### config.mk
export PLATFORM = sky130hd
export DESIGN_NAME = simd_addsub_seq
export DESIGN_NICKNAME = d
export VERILOG_FILES = /design/src/rtl/simd_pkg.sv /design/src/rtl/simd_lane_alu.sv /design/src/rtl/simd_addsub_seq.sv
export SDC_FILE = /design/constraint.sdc
export NUM_CORES = 1
export LEC_CHECK = 0
export ABC_AREA = 1
export CORE_ASPECT_RATIO = 0.75
export CORE_MARGIN = 2
export CORE_UTILIZATION = 58
export CTS_BUF_LIST = sky130_fd_sc_hd__clkbuf_2 sky130_fd_sc_hd__clkbuf_4 sky130_fd_sc_hd__clkbuf_8
export CTS_CLUSTER_DIAMETER = 100
export DETAILED_ROUTE_END_ITERATION = 8
export PLACE_DENSITY = 0.87
export SLEW_MARGIN = 10
export SYNTH_ARGS = -nofsm -noshare
export SYNTH_HDL_FRONTEND = slang
export SYNTH_SLANG_ARGS = --single-unit
### constraint.sdc
create_clock -name clk -period 4.3 [get_ports clk]
set_clock_uncertainty 0.05 [all_clocks]
set_input_delay 0.645 -clock clk [delete_from_list [all_inputs] [get_ports clk]]
set_output_delay 0.645 -clock clk [all_outputs]
set_load 0.02 [all_outputs]
### src/rtl/simd_pkg.sv
// Shared definitions for the packed-SIMD add/sub engine: the operation mode
// encodings and the sequencer state encoding.
package simd_pkg;

  localparam logic [1:0] MODE_ADD  = 2'b00;
  localparam logic [1:0] MODE_SUB  = 2'b01;
  localparam logic [1:0] MODE_ADDS = 2'b10;
  localparam logic [1:0] MODE_SUBS = 2'b11;

  typedef enum logic {
    ST_IDLE = 1'b0,
    ST_RUN  = 1'b1
  } simd_state_t;

  // Bit 0 of the mode selects subtraction, bit 1 selects saturation.
  function automatic logic mode_is_sub(input logic [1:0] mode);
    return mode[0];
  endfunction

  function automatic logic mode_is_sat(input logic [1:0] mode);
    return mode[1];
  endfunction

endpackage

### src/rtl/simd_lane_alu.sv
// Single-lane signed add/sub with wrap or saturate and an overflow flag.
// Purely combinational; the top level time-multiplexes one instance over
// all lanes.
module simd_lane_alu #(
  parameter int LANE_W = 4
) (
  input  logic [LANE_W-1:0] a,
  input  logic [LANE_W-1:0] b,
  input  logic              sub,
  input  logic              sat,
  output logic [LANE_W-1:0] res,
  output logic              ovf
);

  logic [LANE_W:0]   a_ext;
  logic [LANE_W:0]   b_ext;
  logic [LANE_W:0]   sum;
  logic [LANE_W-1:0] lane_max;
  logic [LANE_W-1:0] lane_min;

  // One extra bit holds any sum/difference of two LANE_W-bit signed values
  // exactly, so overflow is simply the top two bits disagreeing.
  always_comb begin
    a_ext    = {a[LANE_W-1], a};
    b_ext    = {b[LANE_W-1], b};
    sum      = sub ? (a_ext - b_ext) : (a_ext + b_ext);
    ovf      = sum[LANE_W] ^ sum[LANE_W-1];
    lane_max = {1'b0, {(LANE_W-1){1'b1}}};
    lane_min = {1'b1, {(LANE_W-1){1'b0}}};
    res      = sum[LANE_W-1:0];
    if (sat && ovf) begin
      // The extended sign bit is the sign of the true result.
      res = sum[LANE_W] ? lane_min : lane_max;
    end
  end

endmodule

### src/rtl/simd_addsub_seq.sv
// Packed-SIMD signed add/sub engine, one lane per cycle.
//
// state   | meaning
// --------+-----------------------------------------------------------
// ST_IDLE | waiting for start; operands/mode latched on the accepting edge
// ST_RUN  | lane idx computed each edge; last lane publishes out/ovf
module simd_addsub_seq
  import simd_pkg::*;
#(
  parameter int LANE_W = 4,
  parameter int LANES  = 2,
  parameter int DATA_W = LANE_W * LANES
) (
  input  logic              clk,
  input  logic              rst,
  input  logic              start,
  input  logic [DATA_W-1:0] in1,
  input  logic [DATA_W-1:0] in2,
  input  logic [1:0]        add_or_sub,
  output logic              busy,
  output logic [DATA_W-1:0] out,
  output logic [LANES-1:0]  ovf,
  output logic              is_done
);

  localparam int IDX_W = (LANES > 1) ? $clog2(LANES) : 1;
  localparam logic [IDX_W-1:0] IDX_LAST = IDX_W'(LANES - 1);

  simd_state_t       state;
  simd_state_t       state_nxt;
  logic [IDX_W-1:0]  idx;
  logic [DATA_W-1:0] op_a;
  logic [DATA_W-1:0] op_b;
  logic [1:0]        op_mode;
  logic [DATA_W-1:0] shadow;
  logic [LANES-1:0]  shadow_ovf;
  logic [DATA_W-1:0] shadow_nxt;
  logic [LANES-1:0]  shadow_ovf_nxt;
  logic [LANE_W-1:0] lane_a;
  logic [LANE_W-1:0] lane_b;
  logic [LANE_W-1:0] lane_res;
  logic              lane_ovf;
  logic              accept;
  logic              last_lane;

  assign busy      = (state == ST_RUN);
  assign accept    = (state == ST_IDLE) && start;
  assign last_lane = (idx == IDX_LAST);

  // Select the current lane's operands out of the latched vectors.
  always_comb begin
    lane_a = op_a[int'(idx)*LANE_W +: LANE_W];
    lane_b = op_b[int'(idx)*LANE_W +: LANE_W];
  end

  simd_lane_alu #(.LANE_W(LANE_W)) u_lane_alu (
    .a   (lane_a),
    .b   (lane_b),
    .sub (mode_is_sub(op_mode)),
    .sat (mode_is_sat(op_mode)),
    .res (lane_res),
    .ovf (lane_ovf)
  );

  // Merge this cycle's lane into the shadow so the last lane can be
  // published in the same edge it is computed.
  always_comb begin
    shadow_nxt     = shadow;
    shadow_ovf_nxt = shadow_ovf;
    shadow_nxt[int'(idx)*LANE_W +: LANE_W] = lane_res;
    shadow_ovf_nxt[idx]                    = lane_ovf;
  end

  // State register.
  always_ff @(posedge clk) begin
    if (rst) state <= ST_IDLE;
    else     state <= state_nxt;
  end

  // Next-state logic.
  always_comb begin
    state_nxt = state;
    case (state)
      ST_IDLE: if (start)     state_nxt = ST_RUN;
      ST_RUN:  if (last_lane) state_nxt = ST_IDLE;
      default:                state_nxt = ST_IDLE;
    endcase
  end

  // Operand capture, lane stepping, shadow accumulation and publication.
  always_ff @(posedge clk) begin
    if (rst) begin
      idx        <= '0;
      op_a       <= '0;
      op_b       <= '0;
      op_mode    <= '0;
      shadow     <= '0;
      shadow_ovf <= '0;
      out        <= '0;
      ovf        <= '0;
      is_done    <= 1'b0;
    end else begin
      is_done <= 1'b0;
      if (accept) begin
        op_a    <= in1;
        op_b    <= in2;
        op_mode <= add_or_sub;
        idx     <= '0;
      end else if (busy) begin
        shadow     <= shadow_nxt;
        shadow_ovf <= shadow_ovf_nxt;
        if (last_lane) begin
          out     <= shadow_nxt;
          ovf     <= shadow_ovf_nxt;
          is_done <= 1'b1;
          idx     <= '0;
        end else begin
          idx <= idx + 1'b1;
        end
      end
    end
  end

endmodule

* Yosys cells after proc, flatten, opt, wreduce, memory -nomap -nowiden
Cells that the tools add are included.
** Word-level totals
- RAM bits :: 0
- Memories :: 0
- Register bits after elaboration :: 41
- Logic and storage cells :: 42
- Memory bits (read-only) :: 0
- Latch bits :: 0
** Operators by class
- Shifts and indexed selects :: 4
- Reduce and logical (&&, ||, !) cells :: 7
- Order comparisons :: 2
- Equal/unequal tests :: 0
- Multiplexer cells :: 12
- Div/mod/pow operators :: 0
- Multiply operators :: 0
- Bitwise logic cells :: 3
- $add $sub $neg :: 4
** Operators by type and width (number)
- 3-bit negator with 33-bit output :: 1
- 4-bit by 33-bit variable shift with 8-bit output (first input constant) :: 1
- 4-bit by 33-bit indexed part select with 8-bit output :: 1
- 8-bit by 4-bit indexed part select with 4-bit output :: 2
- 8-bit bitwise mux :: 1
- 4-bit two-way mux :: 2
- 4-bit by 4-bit adder with 5-bit output :: 1
- 1-bit two-way mux :: 5
- 5-bit two-way mux :: 1
- 4-bit by 4-bit subtractor with 5-bit output :: 1
- 1-bit logical AND :: 3
- 3-bit AND reduction :: 1
- 3-bit OR reduction :: 1
- 2-bit bitwise mux :: 1
- 1-bit by 2-bit less-than comparator with 1-bit output (second input constant) :: 1
- 1-bit inverter :: 2
- 1-bit one-hot mux with 2 select lines :: 1
- 2-bit AND reduction :: 1
- 2-bit OR reduction :: 1
- 1-bit adder (second input constant) :: 1
- 1-bit demux with 1-bit select :: 1
- 1-bit >= comparator (second input constant) :: 1
- 1-bit XOR :: 1

* Longest topological paths before layout
Gate-level depths: netlist of the first run.
- Depth after elaboration :: 8
- Gate-level depth with buffers :: 18

* Modules after synthesis
A second synthesis of the first run with hierarchy kept.
** Unflattened totals
- Cell total of the unflattened synthesis :: 297
- Area total of the unflattened synthesis :: 1920.6 um^2
** Modules (own cells, without submodules)
- simd_addsub_seq :: times used 1, cells each 230, area an instance 1542.7 um^2, seq. area each 720.7 um^2
- simd_lane_alu :: times used 1, cells each 67, area an instance 377.9 um^2, seq. area each 0.0 um^2

* Worst setup path after synthesis of the first run
No wires, ideal clock.
- Path type :: reg2reg
- From :: reg idx
- To :: reg shadow[1]
- Stages on the path, launching flop included :: 17
- Setup slack :: 1.760 ns
- Buffers on the path :: 1
- Library setup time :: 0.109 ns
- Arrival time :: 2.381 ns
- Clock period less this slack :: 2.540 ns
- Required time :: 4.141 ns
- Cells stage by stage :: dfxtp_1 > buf_6 > mux2i_1 > ha_1 > o21ai_0 > fa_1 > nand3_4 > nand3_2 > nand2_1 > nand2_2 > nand2_1 > nand3_2 > nand3_4 > nand2_2 > nand3_1 > nand2_1 > inv_1
** Between the ends
- Cells in the longest elaborated chain, start to end :: 8
- Elaborated cells on any way between the ends :: 13
** Ends and longest elaborated chain
- start, declared :: RTL line simd_addsub_seq.sv:31 : logic [IDX_W-1:0] idx;
- start signal, assigned :: RTL line simd_addsub_seq.sv:118 : idx <= idx + 1'b1;
- 8-bit by 4-bit indexed part select with 4-bit output (on tied branches) :: RTL line simd_addsub_seq.sv:52, simd_addsub_seq.sv:53
- 4-bit by 4-bit adder with 5-bit output or 4-bit by 4-bit subtractor with 5-bit output (tied branches) :: RTL line simd_lane_alu.sv:26 : sum = sub ? (a_ext - b_ext) : (a_ext + b_ext);
- 5-bit two-way mux :: RTL line simd_lane_alu.sv:26
- 1-bit XOR :: RTL line simd_lane_alu.sv:27 : ovf = sum[LANE_W] ^ sum[LANE_W-1];
- 1-bit logical AND :: RTL line simd_lane_alu.sv:31 : if (sat && ovf) begin
- 4-bit two-way mux :: RTL line simd_lane_alu.sv:31
- 4-bit by 33-bit indexed part select with 8-bit output :: RTL line simd_addsub_seq.sv:70 : shadow_nxt[int'(idx)*LANE_W +: LANE_W] = lane_res;
- 8-bit bitwise mux (*) :: RTL line simd_addsub_seq.sv:70
- end signal, assigned :: RTL line simd_addsub_seq.sv:110 : shadow <= shadow_nxt;
- end, declared :: RTL line simd_addsub_seq.sv:35 : logic [DATA_W-1:0] shadow;
Every way passes the cells marked *; elsewhere a longest branch is shown, timed or not.
A chain may end at the register's enable or synchronous reset.

* Worst setup path in the final report of the first run
- From :: reg idx
- To :: reg shadow[0]
The elaborated chain is that of the path after synthesis.

==> impl_metrics.yaml, run 1 <==
status:
  run_status: "completed"
clock_network:
  cts_tree: "done"
  cts_hold_fix_bufs: 0
  root_buffer: "clkbuf_8"
  post_cts.repair.setup_buffers: 0
  htree_num_levels: 2
  ctsLongestPathBuffers: 2
  tritoncts.num_buffers: 5
  clk_latency_ps: 290
  cts.repair.resized: 0
  clk_pin_slew_ps: 70
  cts_sinks: 36
sta:
  setup_tns_ps: 0
  timing_max_transition_violations_final: 0
  final-hold-violation-count: 0
  finalWorstPathRequiredPeriod_ps: 3278
  timing.final.setup_violations: 0
  rsz0062_at_grt: "false"
  achievable-frequency_mhz: 305.1
  fin_ws_ps: 1022
  max_slew.worst_pin.slew_ps: 641.5
  max_slew_margin: 0.5697
  timing.final.crit_share: 0.7623
global_routing:
  globalRouteMet1Util: 0.3267
  grtUsageMet3: 0.05769
  busiest_layer: "met2"
  first_global_vias: 1499
  globalRoute.totalOverflow: 0
  grtUsageTotal: 0.2394
  grt_first_pass_wirelength_mm: 6.762
  grt_max_degree: 27
  grt_antenna_before_repair: 0
  groute.layer.met2.usage: 0.3750
worst_setup_path:
  worstSetupEndpointType: "flop"
  slowest_stage: "dfxtp_1"
  setup.worst_path.start_class: "flop"
  critPathBufInv: 2
  crit_fanout: 13
  critical_path_required_ps: 4490
  rr_startpoint: "idx"
  worst_reg2reg_endpoint: "shadow[0]"
  setup.reg_to_reg.worst_slack_ps: 1020
  path_cells: "inv_2 -> or2_0 -> o21ai_0 -> ha_1 -> nor2_1 -> xnor2_1 -> ha_1 -> a21oi_1 -> nand2_2 -> xor2_2 -> nand3_2 -> nand3_4 -> nand2_2 -> nand3_1 -> nand2_1 -> inv_1"
  criticalPathCategory: "flop to flop"
  timing.critical_path.arrival_ps: 3470
  ff2ff_path_depth: 16
  timing.critical_path.slowest_cell_delay_ps: 660
  crit_family: "simple AND/OR/NAND/NOR gates"
synthesis:
  synth_top_flop_cell: "dfxtp_1"
  yosysUniqueCellTypes: 30
  synth_top_family_by_area: "simple AND/OR/NAND/NOR gates"
  post_synth_edffs: 0
  ys_seq_area_frac: 0.3908
  leading_area_contributor_after_synthesis: "dfxtp_1"
  yosys.area_share.adder: 0.04478
  synth-compound-area-share: 0.1119
  ys.warnings.count: 0
  post_synth_mux_area_share: 0.01085
  synth_most_common_cell: "nor2_1"
  post_synthesis_net_count: 267
  syn_area_um2: 1844
  synth_commonest_cells: "39 x nor2_1, 36 x dfxtp_1, 34 x nand2_1, 24 x inv_1, 24 x o21ai_0"
  register_bit_count_reported_by_yosys: 36
  syn-mean-instance-area_um2: 7.684
  synthDominantCellAreaShare: 0.3908
  synthesis.instances: 240
  synthTopCellsByArea: "dfxtp_1 39%, nor2_1 7.9%, nand2_1 6.9%, o21ai_0 6.5%, inv_1 4.9%"
  synth-xor-area-share: 0.02782
  yosys.area_share.simple: 0.3399
  synthArstFlopShare: 0
floorplan:
  floorplan.die.width_um: 69.11
  rows: 17
  fp.dieArea_um2: 3651
  top_level_port_count: 33
  die_height_um: 52.84
  initial_core_util: 0.6193
  coreArea_um2: 2978
power:
  logic_pwr_share: 0.331
  ir_worst_vdd_uv: 251.9
  power.switching_fraction: 0.3396
  sequentialPowerShare: 0.374
  powerDensity_nw_per_um2: 441.8
  clockPowerShare: 0.295
  power_report.internal_total_mw: 0.6666
  p_switching_mw: 0.3427
  cellLeakagePower_nw: 1.018
finish:
  design.final.nets: 298
  antenna_cells: 0
  final_layout_size_suffix_gt1_frac: 0.1434
  layout.cells.non_filler: 310
  post_synthesis_to_final_layout_area_growth_pct: 23.88
route:
  finalWirelength_mm: 4.004
  routedWlPerCell_um: 12.92
  final_antenna_net_count: 0
  number_of_drc_markers_in_iteration_0: 87
  drt_pass1_iterations: 4
  drt-vias-per-instance: 5.303
  vias: 1644
  detail_route.drc_violations: 0
worst_hold_path:
  worst_hold_path_depth: 2
  timing.hold.worst_endpoint: "ovf[0]"
  timing.hold.worst.start: "shadow_ovf[0]"
  worst_hold_path_type: "flop to flop"
job:
  maxCapViolCount: 0
placement:
  placedCellCount: 302
  place.port_buffers: 32
  place.gp.congestion: 0.8945
  post_place_setup_slack_ps: 1121
  dp.final_hpwl_mm: 3.002
==> worst max path at each step <==
stage | start | end | slack [ps] | depth (start not counted)
floorplan | idx | shadow[1] | 1760 | 16
global placement | idx | shadow[0] | 1300 | 17
detailed placement | idx | shadow[0] | 1120 | 16
CTS | idx | shadow[0] | 1070 | 16
global route | idx | shadow[0] | 810 | 16
finish | idx | shadow[0] | 1020 | 16
==> worst min-delay path: cells and delay by family, from the launching register on <==
kind             cells  cell delay [ps]
and+or+nand+nor      2              100
DFF                  1              320
==> power groups by stage <==
stage,Clock [mW],Sequential (mW),Combinational (mW)
4_1_cts,0.299,0.377,0.332
6_report,0.297,0.378,0.334
2_1_floorplan,0,0.382,0.258
3_3_place_gp,0,0.384,0.316
3_5_place_dp,0,0.385,0.329
5_1_grt,0.313,0.381,0.369
==> layout make-up <==
cell class | instances | area (um^2)
fillers | 222 | 693.2
multi-input cells | 170 | 987.2
flip-flops and latches | 36 | 720.7
clock inverters | 2 | 35.03
well taps | 38 | 47.55
repair buffers | 32 | 320.3
inverters | 26 | 97.59
clock buffers | 6 | 76.32
==> metrics by stage <==
stage,hold slack (ps),utilization,area (um^2),power [mW]
floorplan,369.1,-,1844,0.6397
finish,415.1,0.7672,2285,1.009
global route,445.2,0.7672,2285,1.063
global placement,394.8,0.7298,2173,0.6997
CTS,412.8,0.7672,2285,1.009
detailed placement,391.5,0.7298,2173,0.7141
==> logic make-up (layout without fill, tap and decap cells) <==
group | after synthesis | in the layout
muxes | 2 | 2
DFF | 36 | 36
xor gates and xnor gates | 5 | 5
and+or+nand+nor | 118 | 118
adders and majority gates | 6 | 6
buffers and inverters | 34 | 66
AOI/OAI and AO/OA | 39 | 39
==> routing by layer <==
metal | part of all wire | vias to the layer above
met5 | 0 | -
met4 | 0.014 | 0
met3 | 0.062 | 9
met2 | 0.43 | 52
met1 | 0.49 | 750
li1 | - | 833
==> registers in the layout (all words and copies together), names as in the netlist <==
register / count
ovf: 2
busy: 1
shadow: 4
out: 8
op_mode: 2
shadow_ovf: 1
op_b: 8
op_a: 8
is_done: 1
idx: 1
==> cell usage in the layout, fill, tap and decap left out <==
cell             Yosys  routed
o21ai_1              2       2
mux2i_1              2       2
nor2_1              39      39
xnor2_1              2       2
nand2_4              4       4
o211ai_1             3       3
clkinv_2             0       1
nand4_2              1       1
a21oi_2              1       1
clkbuf_4             0       1
o21ai_0             24      24
nand3_1             15      15
clkdlybuf4s50_1      0      32
bufinv_16            0       1
nand2_1             34      34
a21oi_1              9       9
clkbuf_8             0       5
clkinv_1             1       1
nand3_4              3       3
dfxtp_1             36      36
fa_1                 1       1
nor3_1               1       1
nand3_2              7       7
xor2_1               2       2
inv_1               24      24
nor2_4               1       1
nand2_2             12      12
inv_2                1       1
xor2_2               1       1
ha_1                 5       5
or2_0                1       1
(Power assumes the default switching activity.)
==> run 2: changes to the inputs <==
--- a/config.mk
+++ b/config.mk
@@ -8,11 +8,11 @@
 export ABC_AREA = 1
 export CORE_ASPECT_RATIO = 0.75
 export CORE_MARGIN = 2
-export CORE_UTILIZATION = 58
+export CORE_UTILIZATION = 54
 export CTS_BUF_LIST = sky130_fd_sc_hd__clkbuf_2 sky130_fd_sc_hd__clkbuf_4 sky130_fd_sc_hd__clkbuf_8
 export CTS_CLUSTER_DIAMETER = 100
 export DETAILED_ROUTE_END_ITERATION = 8
-export PLACE_DENSITY = 0.87
+export PLACE_DENSITY = 0.82
 export SLEW_MARGIN = 10
 export SYNTH_ARGS = -nofsm -noshare
 export SYNTH_HDL_FRONTEND = slang
==> constraint.sdc (replaced) <==
create_clock -name clk -period 3.23 [get_ports clk]
set_clock_uncertainty 0.05 [all_clocks]
set_input_delay 0.4845 -clock clk [delete_from_list [all_inputs] [get_ports clk]]
set_output_delay 0.4845 -clock clk [all_outputs]
set_load 0.02 [all_outputs]
==> impl_metrics.yaml, run 2 (same netlist as run 1, synthesis figures left out) <==
status:
  run_status: "completed"
placement:
  dp.final_hpwl_mm: 2.816
  detailed_place.area_um2: 2191
  place.gp.congestion: 0.8597
  place.port_buffers: 32
clock_network:
  tritoncts.num_buffers: 5
  cts_tree: "done"
  htree_num_levels: 2
  cts_sinks: 36
  root_buffer: "clkbuf_8"
  clk_latency_ps: 300
  cts.repair.resized: 0
  ctsLongestPathBuffers: 2
  clk_pin_slew_ps: 80
  post_cts.repair.setup_buffers: 0
  cts_hold_fix_bufs: 0
worst_setup_path:
  worstSetupEndpointType: "flop"
  rr_startpoint: "idx"
  timing.critical_path.arrival_ps: 3060
  timing.critical_path.slowest_cell_delay_ps: 350
  setup.reg_to_reg.worst_slack_ps: 320
  ff2ff_path_depth: 15
  path_cells: "buf_4 -> mux2i_1 -> ha_1 -> nor2_1 -> xnor2_1 -> ha_1 -> a21oi_1 -> nand2_2 -> xor2_2 -> nand3_2 -> nand3_4 -> nand2_2 -> nand3_1 -> nand2_1 -> inv_1"
  setup.worst_path.start_class: "flop"
  criticalPathCategory: "flop to flop"
  slowest_stage: "dfxtp_1"
  critical_path_required_ps: 3380
  worst_reg2reg_endpoint: "shadow[2]"
  crit_fanout: 12
finish:
  mostFrequentLayoutCells: "39 x nor2_1, 36 x dfxtp_1, 34 x nand2_1"
  post_synthesis_to_final_layout_area_growth_pct: 24.83
  fillers: 277
  design.final.nets: 300
  reg.largest.list: "op_a: 8 flops, op_b: 8 flops, out: 8 flops"
  layout.core_utilization: 0.7002
  antenna_cells: 0
  layout_commonest_cell: "nor2_1"
  fin_area_um2: 2302
  final_layout_size_suffix_gt1_frac: 0.1496
power:
  cellLeakagePower_nw: 1.028
  powerDensity_nw_per_um2: 586.1
  ir_worst_vdd_uv: 414.4
job:
  maxCapViolCount: 0
floorplan:
  coreArea_um2: 3288
  fp.dieArea_um2: 3904
  floorplan.die.width_um: 71.48
  rows: 18
  top_level_port_count: 33
  initial_core_util: 0.5609
  die_height_um: 54.61
route:
  final_antenna_net_count: 0
  vias: 1638
  number_of_drc_markers_in_iteration_0: 87
  finalWirelength_mm: 3.980
  routedWlPerCell_um: 12.68
  detail_route.drc_violations: 0
  drt_pass1_iterations: 4
  drt-vias-per-instance: 5.217
sta:
  final-hold-violation-count: 0
  timing.final.crit_share: 0.9007
  fin_hold_ws_ps: 412.8
  timing_max_transition_violations_final: 0
  timing.final.setup_violations: 0
  rsz0062_at_grt: "false"
  max_slew_margin: 0.5826
  max_slew.worst_pin.slew_ps: 622.2
  finalWorstPathRequiredPeriod_ps: 2909
  achievable-frequency_mhz: 343.7
  setup_tns_ps: 0
global_routing:
  grt_first_pass_wirelength_mm: 6.561
  globalRoute.totalOverflow: 0
  grt_antenna_before_repair: 0
  grt_max_degree: 27
  grtUsageTotal: 0.2272
  first_global_vias: 1462
worst_hold_path:
  timing.hold.worst_endpoint: "out[3]"
  worst_hold_path_type: "flop to flop"
  timing.hold.worst.start: "shadow[3]"
  worst_hold_path_depth: 2
==> run 2: cell types whose count changed in the layout (fill, tap and decap cells not counted) <==
cell   change
buf_4      +2
==> run 2: per-layer routing <==
layer	track usage	vias to the layer above	share of wire
li1	-	835	-
met1	0.3122	761	0.51
met2	0.3225	36	0.43
met3	0.07919	6	0.049
met4	0.1006	0	0.017
met5	0	-	0
==> run 2: final cells by class <==
class / instances / area (um^2) / area share
multi-input combinational: 170 / 987.2 / 0.4288
sequential: 36 / 720.7 / 0.3130
clock buffer: 6 / 76.32 / 0.03315
tap: 40 / 50.05 / 0.02174
clock inverter: 2 / 35.03 / 0.01522
inverter: 26 / 97.59 / 0.04239
timing repair buffer: 34 / 335.3 / 0.1457
==> run 2: power by group <==
| group | internal, mW | leakage, nW | switching (mW) |
|---|---|---|---|
| clock | 0.237 | 0.0586 | 0.166 |
| sequential | 0.477 | 0.296 | 0.0214 |
| combinational | 0.175 | 0.674 | 0.272 |
| total | 0.889 | 1.03 | 0.460 |
==> run 2: critical path, delay by kind of cell, from the launching register on <==
kind / cells / cell delay (ps)
simple gates: 7 / 660
fa+ha+maj: 2 / 560
xor+xnor: 2 / 370
flops: 1 / 350
mux: 1 / 330
buf+inv: 2 / 240
compound gates: 1 / 240
==> run 2: how the worst max path moves through the flow <==
stage | from | to | slack (ps) | depth (start not counted)
final | idx | shadow[2] | 320 | 15
after global routing | idx | shadow[2] | 90 | 15
after CTS | idx | shadow[0] | 340 | 15
after detailed placement | idx | shadow[2] | 420 | 16
after global placement | idx | shadow[2] | 500 | 16
after floorplan | idx | shadow[1] | 690 | 16
==> run 2: stage by stage <==
stage	total power [mW]	setup slack [ps]	std cells
after floorplan	0.8517	690.0	240
after global placement	0.9358	504.7	306
after detailed placement	0.9438	418.3	306
after CTS	1.352	341.3	314
after global routing	1.424	88.78	314
final	1.349	320.8	314
==> run 3: changes to the inputs <==
--- a/config.mk
+++ b/config.mk
@@ -12,6 +12,7 @@
 export CTS_BUF_LIST = sky130_fd_sc_hd__clkbuf_2 sky130_fd_sc_hd__clkbuf_4 sky130_fd_sc_hd__clkbuf_8
 export CTS_CLUSTER_DIAMETER = 100
 export DETAILED_ROUTE_END_ITERATION = 8
+export MAX_ROUTING_LAYER = met4
 export PLACE_DENSITY = 0.82
 export SLEW_MARGIN = 10
 export SYNTH_ARGS = -nofsm -noshare
==> impl_metrics.yaml, run 3 (same netlist as run 1, synthesis figures left out) <==
status:
  run_status: "completed"
sta:
  fin_hold_ws_ps: 413.0
  max_slew.worst_pin.slew_ps: 626.1
  setup_tns_ps: 0
  rsz0062_at_grt: "false"
  timing_max_transition_violations_final: 0
  achievable-frequency_mhz: 344.3
  timing.final.crit_share: 0.8991
  max_slew_margin: 0.5800
  final-hold-violation-count: 0
  finalWorstPathRequiredPeriod_ps: 2904
  timing.final.setup_violations: 0
clock_network:
  ctsLongestPathBuffers: 2
  root_buffer: "clkbuf_8"
  clk_pin_slew_ps: 80
  cts_hold_fix_bufs: 0
  tritoncts.num_buffers: 5
  cts_sinks: 36
  clk_latency_ps: 300
  cts_tree: "done"
  post_cts.repair.setup_buffers: 0
  htree_num_levels: 2
  cts.repair.resized: 0
worst_setup_path:
  criticalPathCategory: "flop to flop"
  timing.critical_path.arrival_ps: 3060
  ff2ff_path_depth: 15
  setup.reg_to_reg.worst_slack_ps: 330
  critical_path_required_ps: 3380
  crit_fanout: 12
  setup.worst_path.start_class: "flop"
  worstSetupEndpointType: "flop"
  worst_reg2reg_endpoint: "shadow[2]"
  rr_startpoint: "idx"
placement:
  dp.final_hpwl_mm: 2.816
  placedCellCount: 306
  place.port_buffers: 32
  place.gp.congestion: 0.8735
global_routing:
  first_global_vias: 1470
  grt_antenna_before_repair: 0
  grtUsageTotal: 0.2328
  grt_first_pass_wirelength_mm: 6.548
  grt_max_degree: 27
  globalRoute.totalOverflow: 0
route:
  finalWirelength_mm: 3.969
  drt-vias-per-instance: 5.213
  drt_pass1_iterations: 4
  number_of_drc_markers_in_iteration_0: 81
  vias: 1637
  final_antenna_net_count: 0
  detail_route.drc_violations: 0
  routedWlPerCell_um: 12.64
finish:
  layout_commonest_cell: "nor2_1"
  layout.cells.non_filler: 314
  antenna_cells: 0
  final_layout_size_suffix_gt1_frac: 0.1496
  reg.largest.list: "op_a: 8 flops, op_b: 8 flops, out: 8 flops"
  mostFrequentLayoutCells: "39 x nor2_1, 36 x dfxtp_1, 34 x nand2_1"
  design.final.nets: 300
  post_synthesis_to_final_layout_area_growth_pct: 24.83
  fillers: 277
floorplan:
  top_level_port_count: 33
  fp.dieArea_um2: 3904
  die_height_um: 54.61
  coreArea_um2: 3288
  floorplan.die.width_um: 71.48
  initial_core_util: 0.5609
  rows: 18
worst_hold_path:
  worst_hold_path_depth: 2
  worst_hold_path_type: "flop to flop"
  timing.hold.worst.start: "shadow[3]"
  timing.hold.worst_endpoint: "out[3]"
job:
  maxCapViolCount: 0
power:
  cellLeakagePower_nw: 1.028
  total_power_mw: 1.349
  powerDensity_nw_per_um2: 586.0
  ir_worst_vdd_uv: 417.0
## run 3: area by class of cell
type                            instances  area (um^2)  area share
Multi-Input combinational cell        170        987.2      0.4288
Sequential cell                        36        720.7      0.3130
Timing Repair Buffer                   34        335.3      0.1457
Inverter                               26        97.59     0.04239
Clock buffer                            6        76.32     0.03315
Tap cell                               40        50.05     0.02174
Clock inverter                          2        35.03     0.01522
## run 3: per-stage QoR
| stage | instance area [um^2] | worst slack (ps) | utilization |
|---|---|---|---|
| floorplan | 1844 | 690.0 | - |
| global placement | 2191 | 504.7 | 0.6663 |
| detailed placement | 2191 | 418.3 | 0.6663 |
| CTS | 2302 | 341.3 | 0.7002 |
| global route | 2302 | 88.78 | 0.7002 |
| finish | 2302 | 325.9 | 0.7002 |
## run 3: worst max-delay path by stage
stage / start / end / depth (start not counted)
floorplan: idx / shadow[1] / 16
global placement: idx / shadow[2] / 16
detailed placement: idx / shadow[2] / 16
CTS: idx / shadow[0] / 15
global route: idx / shadow[2] / 15
finish: idx / shadow[2] / 15
## run 3: per-layer routing
metal / GRT usage / share of wire / wire length, um
met1: 0.3077 / 0.50 / 1979
met2: 0.3210 / 0.41 / 1635
met3: 0.06998 / 0.066 / 260
met4: 0.1226 / 0.024 / 94
met5: - / 0 / 0
## run 3: power by group
part           leakage (nW)  switching, mW  total (mW)  internal, mW
Clock                0.0586          0.167       0.404         0.237
Sequential            0.296         0.0215       0.499         0.477
Combinational         0.674          0.271       0.446         0.175
Total                  1.03          0.460        1.35         0.889
## run 3: worst max-delay path: stages, from the launching register on
cell and delay [ps]:
dfxtp_1 350, buf_4 200, mux2i_1 330, ha_1 240, nor2_1 60, xnor2_1 190
ha_1 320, a21oi_1 230, nand2_2 120, xor2_2 180, nand3_2 130, nand3_4 100
nand2_2 90, nand3_1 80, nand2_1 80, inv_1 40
